## src/rtl/stack_seq_ctrl.sv

```systemverilog
// Sequencer for a 256 x 32 single-port scratch stack RAM: stack pointer, PUSH/POP/PEEK/CLEAR
// handshake and RAM pin timing. Optional STACK_HIGHWATER_EN adds a HIGHWATER depth output.
module stack_seq_ctrl #(
    parameter int DATA_W = 32,
    parameter int ADDR_W = 8
) (
    input  logic              CLK,
    input  logic              RST_N,
    input  logic              CMD_VALID,
    output logic              CMD_READY,
    input  logic [1:0]        CMD_OP,
    input  logic [DATA_W-1:0] CMD_WDATA,
    output logic              RSP_VALID,
    output logic [DATA_W-1:0] RSP_DATA,
    output logic              RSP_ERR,
    output logic [ADDR_W:0]   DEPTH,
    output logic              EMPTY,
    output logic              FULL,
`ifdef STACK_HIGHWATER_EN
    output logic [ADDR_W:0]   HIGHWATER,
`endif
    output logic [ADDR_W-1:0] RAM_ADDR,
    output logic [DATA_W-1:0] RAM_WDATA,
    output logic              RAM_WEN,
    input  logic [DATA_W-1:0] RAM_RDATA
);

    typedef enum logic [2:0] {IDLE, WRITE, RD_ADDR, RD_WAIT, RESP} state_e;
    typedef enum logic [1:0] {OP_PUSH, OP_POP, OP_PEEK, OP_CLEAR} op_e;

    localparam logic [ADDR_W:0] SP_ONE = (ADDR_W+1)'(1);

    state_e              state_q, state_d;
    logic [ADDR_W:0]     sp_q, sp_d;
    logic [ADDR_W-1:0]   ram_addr_q, ram_addr_d;
    logic [DATA_W-1:0]   ram_wdata_q, ram_wdata_d;
    logic                ram_wen_q, ram_wen_d;
    logic [DATA_W-1:0]   rsp_data_q, rsp_data_d;
    logic                rsp_err_q, rsp_err_d;
    logic                is_pop_q, is_pop_d;
    logic [ADDR_W:0]     sp_dec;
    logic                full, empty;

    // sp never exceeds 2**ADDR_W, so its MSB alone marks a full stack.
    assign full  = sp_q[ADDR_W];
    assign empty = (sp_q == '0);
    assign sp_dec = sp_q - SP_ONE;

    // NOTE: every signal gets its default before the case so no path leaves one unassigned (no latches).
    always_comb begin
        state_d     = state_q;
        sp_d        = sp_q;
        ram_addr_d  = ram_addr_q;
        ram_wdata_d = ram_wdata_q;
        ram_wen_d   = 1'b0;
        rsp_data_d  = rsp_data_q;
        rsp_err_d   = rsp_err_q;
        is_pop_d    = is_pop_q;

        unique case (state_q)
            IDLE: begin
                if (CMD_VALID) begin
                    rsp_err_d = 1'b0;
                    unique case (op_e'(CMD_OP))
                        OP_PUSH: begin
                            if (full) begin
                                rsp_err_d = 1'b1;
                                state_d   = RESP;
                            end else begin
                                ram_addr_d  = sp_q[ADDR_W-1:0];
                                ram_wdata_d = CMD_WDATA;
                                ram_wen_d   = 1'b1;
                                state_d     = WRITE;
                            end
                        end
                        OP_POP, OP_PEEK: begin
                            if (empty) begin
                                rsp_err_d = 1'b1;
                                state_d   = RESP;
                            end else begin
                                ram_addr_d = sp_dec[ADDR_W-1:0];
                                is_pop_d   = (op_e'(CMD_OP) == OP_POP);
                                state_d    = RD_ADDR;
                            end
                        end
                        OP_CLEAR: begin
                            sp_d    = '0;
                            state_d = RESP;
                        end
                    endcase
                end
            end
            WRITE: begin
                sp_d    = sp_q + SP_ONE;
                state_d = RESP;
            end
            RD_ADDR: state_d = RD_WAIT;
            // The RAM output register holds the addressed cell by now.
            RD_WAIT: begin
                rsp_data_d = RAM_RDATA;
                if (is_pop_q) sp_d = sp_dec;
                state_d = RESP;
            end
            RESP:    state_d = IDLE;
            default: state_d = IDLE;
        endcase
    end

    // NOTE: sequential state uses non-blocking assignments so all flops update from pre-edge values.
    always_ff @(posedge CLK) begin
        if (!RST_N) begin
            state_q     <= IDLE;
            sp_q        <= '0;
            ram_addr_q  <= '0;
            ram_wdata_q <= '0;
            ram_wen_q   <= 1'b0;
            rsp_data_q  <= '0;
            rsp_err_q   <= 1'b0;
            is_pop_q    <= 1'b0;
        end else begin
            state_q     <= state_d;
            sp_q        <= sp_d;
            ram_addr_q  <= ram_addr_d;
            ram_wdata_q <= ram_wdata_d;
            ram_wen_q   <= ram_wen_d;
            rsp_data_q  <= rsp_data_d;
            rsp_err_q   <= rsp_err_d;
            is_pop_q    <= is_pop_d;
        end
    end

`ifdef STACK_HIGHWATER_EN
    logic [ADDR_W:0] hw_q, hw_d;

    always_comb begin
        hw_d = hw_q;
        if (sp_d > hw_q) hw_d = sp_d;
    end

    always_ff @(posedge CLK) begin
        if (!RST_N) hw_q <= '0;
        else        hw_q <= hw_d;
    end

    assign HIGHWATER = hw_q;
`endif

    // NOTE: the stack RAM itself is external and deliberately never cleared; only the pointer resets.
    assign CMD_READY = (state_q == IDLE) && RST_N;
    assign RSP_VALID = (state_q == RESP);
    assign RSP_DATA  = rsp_data_q;
    assign RSP_ERR   = rsp_err_q;
    assign DEPTH     = sp_q;
    assign EMPTY     = empty;
    assign FULL      = full;
    assign RAM_ADDR  = ram_addr_q;
    assign RAM_WDATA = ram_wdata_q;
    assign RAM_WEN   = ram_wen_q;

endmodule

```

## config.mk

```make
export PLATFORM = sky130hd
export DESIGN_NAME = stack_seq_ctrl
export DESIGN_NICKNAME = d
export VERILOG_FILES = /design/src/rtl/stack_seq_ctrl.sv
export SDC_FILE = /design/constraint.sdc
export NUM_CORES = 1
export LEC_CHECK = 0
export BUFFER_PORTS_ARGS = -buffer_cell sky130_fd_sc_hd__buf_2
export CORE_AREA = 2 2 97 99
export CTS_CLUSTER_DIAMETER = 100
export DETAILED_ROUTE_END_ITERATION = 8
export DIE_AREA = 0 0 99 101
export PLACE_DENSITY = 0.74
export SETUP_SLACK_MARGIN = 0.02
export SLEW_MARGIN = 5
export SYNTH_ARGS = -nofsm -noshare
export SYNTH_HDL_FRONTEND = slang
export SYNTH_SLANG_ARGS = --single-unit
```

## constraint.sdc

```tcl
create_clock -name CLK -period 1.8 [get_ports CLK]
set_input_delay 0.18 -clock CLK [delete_from_list [all_inputs] [get_ports CLK]]
set_output_delay 0.18 -clock CLK [all_outputs]
set_load 0.05 [all_outputs]
```

==> reports/summary.txt <==
==============================================================================
Post-Syn Nets                                                              551
Pwr Density                                                        776 nW/um^2
Post-synthesis average cell area                                    7.89 sq um
Total GRT Usage                                                          0.207
Final min period                                                       1.81 ns
Clock net sink count                                                        87
Clk_lat worst skew                                                     0.36 ns
Half-perimeter wire length of the detailed placement result            7.73 mm
Largest stage delay, worst path                                        0.38 ns
Grt total ovfl                                                               0
Detailed Route WL                                                      10.9 mm
Via count of the first global-routing pass                                3642
Average wire per standard cell                                         14.3 um
Critical path data arrival time                                        1.63 ns
WHS                                                                  0.0377 ns
Number of antenna-violating nets in the routed design                        0
Final period util                                                         1.01
Die height                                                              101 um
Overall power of the completed layout                                  4.10 mW
Area of the mapped netlist                                          3750 sq um
Critical R2R Launch                                                   DEPTH[0]
Initial detailed-routing violation count                                   178
IO Count                                                                   156
Count of antenna diodes in the layout                                        0
Synth top area share                                                     0.465
Static Leakage                                                         2.34 nW
Most used standard cells in the synthesized netlist               142 x sky130_fd_sc_hd__nand2_1, 87 x sky130_fd_sc_hd__dfxtp_1, 82 x sky130_fd_sc_hd__a21oi_1
Post-synthesis sequential area ratio                                     0.465
Headroom to the max-slew limit                                           0.597
Number of cells traversed by the worst hold path                             3
Cell with the largest stage delay on the worst path               sky130_fd_sc_hd__dfxtp_4
Largest net degree at the start of global routing                           59
Vias per Instance                                                         5.23
Drt pass-1 iters                                                             4
Initial core utilization                                                 0.417
Fraction of layout cells with a size suffix above 1                      0.383
Clock skew after layout                                              0.0165 ns
Count of buffers inserted at the top-level ports                           155
Status                                                            finished with violations
Hold worst-path end                                               RAM_WDATA[12]
Number of design rule violations left after detail routing                   0
Async set-reset flop share out of synthesis                                  0
Max-slew violation count                                                     0
Number of cell instances on the worst register-to-register path              6
Critical path launch point type                                      flip-flop
Min setup slack post-route                                          -0.0146 ns
Largest area contributor in the synthesized netlist               sky130_fd_sc_hd__dfxtp_1
Library cell with the highest instance count after synthesis      sky130_fd_sc_hd__nand2_1
Largest voltage drop on the vdd net                                 0.000443 V
Synth area leaders                                                sky130_fd_sc_hd__dfxtp_1 46%, sky130_fd_sc_hd__nand2_1 14%, sky130_fd_sc_hd__a21oi_1 11%, sky130_fd_sc_hd__clkbuf_1 2.8%, sky130_fd_sc_hd__a211oi_1 2.4%
Crit-path max FO                                                             6
Core Box Area                                                       8980 sq um
Root Buffer Master                                                sky130_fd_sc_hd__clkbuf_8
First-pass GRT wire length                                             17.1 mm
Placement Setup Slack                                                -0.127 ns
Number of nets in the final layout                                         723
TritonCTS clock tree                                                       yes
Clock slew at reported path FFs                                        0.10 ns
Required time at the endpoint of the critical path                     1.62 ns
Kind of end point of the critical path                            primary output
Count of distinct cell types in the synthesized netlist                     52
Synthesized netlist cell count                                             475
Floorplan row count                                                         35
Die extent in x                                                          99 um
Hold Path Class                                                      in -> reg
Ordered list of cells on the worst path                           inv_4, ha_4, nor3b_4, nand3b_1, inv_1, buf_6
Area growth from synthesis to layout                                     41.1%
Maximum count of clock buffers along a single path                           2
Placer's final routability congestion estimate                           0.889
Transition time of the tightest slew-check pin                        0.604 ns
Flip-flop cell with the highest count after synthesis             sky130_fd_sc_hd__dfxtp_1
Via total after detailed routing                                          3988
Maximum level of the CTS H-tree                                              3
Die Area                                                           10000 sq um
Violations in the final reports                                   setup timing
Number of failing setup endpoints in the final timing report                 1
Total of flip-flops plus latches after synthesis                            87
Total of warnings raised by yosys                                            0
Min-delay src                                                     CMD_WDATA[12]
Critical setup path kind                                            reg -> out
Number of CTS-inserted buffers                                               9
End of the worst register-to-register path                            DEPTH[8]
Achievable clock frequency                                             551 MHz
R2R setup slack                                                        0.02 ns
Initial antenna violation count                                              0
# Max-Cap Violations                                                         0
Setup repair after global routing missed its margin                       true
Number of buffer and inverter stages on the critical path                    3
CP delay by family, top                                           simple AND/OR/NAND/NOR gates
Total count of hold-check failures in the final report                       0
Number of flops mapped to enable cells by yosys                              0
==============================================================================
==> layer usage <==
metal | vias to the layer above | global-route usage | wire length (um)
li1 | 1973 | - | -
met2 | 142 | 0.345 | 5400
met4 | 0 | 0.0611 | 121
met3 | 13 | 0.0548 | 818
met1 | 1860 | 0.263 | 4580
met5 | - | 0 | 0
==> per-stage QoR <==
step | instances | utilization | setup TNS, ns | area (sq um)
floorplan | 475 | - | -0.178 | 3790
global placement | 736 | 0.536 | -0.0948 | 4810
detailed placement | 736 | 0.536 | -0.856 | 4810
CTS | 754 | 0.565 | -0.0461 | 5080
global route | 763 | 0.589 | -0.133 | 5290
finish | 763 | 0.589 | -0.0146 | 5290
==> registers in the layout, indices dropped and copies added (netlist names) <==
signal	flops
is_pop_q	1
state_q	3
RSP_ERR	1
RAM_WEN	1
RSP_DATA	32
RAM_ADDR	8
RAM_WDATA	32
DEPTH	9
==> final cells by class <==
class	count	area, sq um
clock buffer	9	124
clock inverter	7	91.3
fill	818	3690
inverter	11	50.0
multi-input combinational	340	1950
sequential	87	1760
tap	111	139
timing repair buffer	198	1170
==> cells in the final DEF (no fill, tap or decap), types with 3 or more instances in the layout <==
master / synthesis / layout
sky130_fd_sc_hd__buf_6: 1 / 3
sky130_fd_sc_hd__nand2_1: 142 / 142
sky130_fd_sc_hd__a21oi_1: 82 / 81
sky130_fd_sc_hd__o31ai_1: 3 / 3
sky130_fd_sc_hd__xor2_1: 6 / 6
sky130_fd_sc_hd__a211oi_2: 0 / 3
sky130_fd_sc_hd__and3b_1: 3 / 3
sky130_fd_sc_hd__nor2_1: 6 / 5
sky130_fd_sc_hd__nand2b_1: 3 / 3
sky130_fd_sc_hd__a31oi_1: 3 / 3
sky130_fd_sc_hd__nor3_1: 6 / 4
sky130_fd_sc_hd__ha_1: 7 / 5
sky130_fd_sc_hd__nand4_1: 4 / 4
sky130_fd_sc_hd__o21ai_0: 4 / 4
sky130_fd_sc_hd__clkbuf_8: 0 / 9
sky130_fd_sc_hd__nand3_1: 8 / 8
sky130_fd_sc_hd__dfxtp_2: 0 / 5
sky130_fd_sc_hd__nor4_1: 4 / 3
sky130_fd_sc_hd__buf_12: 0 / 4
sky130_fd_sc_hd__inv_1: 10 / 7
sky130_fd_sc_hd__buf_4: 1 / 39
sky130_fd_sc_hd__nand3b_1: 5 / 5
sky130_fd_sc_hd__dfxtp_4: 0 / 4
sky130_fd_sc_hd__dfxtp_1: 87 / 78
sky130_fd_sc_hd__a211oi_1: 12 / 9
sky130_fd_sc_hd__buf_2: 4 / 152
sky130_fd_sc_hd__or3_1: 4 / 4
==> what timing repair did <==
| item | in CTS | in global routing |
|---|---|---|
| pin swaps | 3 | 7 |
| gates resized for setup | 10 | 29 |
| endpoints found under the hold margin | 0 | 0 |
| setup buffers | 2 | 9 |
| hold buffers | 0 | 0 |
| setup endpoints to repair | 45 | 50 |
==> power by group <==
part           total, mW  switching, mW  internal (mW)
Sequential          1.99         0.0247           1.97
Clock               1.46          0.780          0.675
Combinational      0.654          0.423          0.231
Total               4.10           1.23           2.87
==> kinds of logic (layout without fill, tap and decap cells) <==
kind of cell             count (synthesis)  after routing  share of synthesized area
AO/OA/AOI/OAI                          122            122                      0.191
AND/OR/NAND/NOR                        202            202                      0.247
multiplexers                             1              1                    0.00267
buffers and inverters                   48            225                     0.0524
flip-flops                              87             87                      0.465
adder cells (fa/ha/maj)                  7              7                     0.0234
XOR/XNOR                                 8              8                     0.0187
==> worst max-delay path by stage <==
stage / startpoint / endpoint / slack, ns / cells after the start
finish: DEPTH[1] / EMPTY / -0.01 / 6
global route: DEPTH[0] / DEPTH[8] / -0.07 / 6
CTS: DEPTH[0] / EMPTY / -0.04 / 6
detailed placement: state_q[2] / RAM_ADDR[6] / -0.13 / 5
global placement: state_q[2] / RAM_ADDR[3] / -0.02 / 5
floorplan: DEPTH[7] / DEPTH[8] / -0.17 / 5
==> tightest hold or removal path: cells and delay by family <==
kind	cells	cell delay, ns
simple gates	1	0.04
buf+inv	1	0.09
compound gates	1	0.05
No activity file was read; power rests on OpenSTA's default activity.
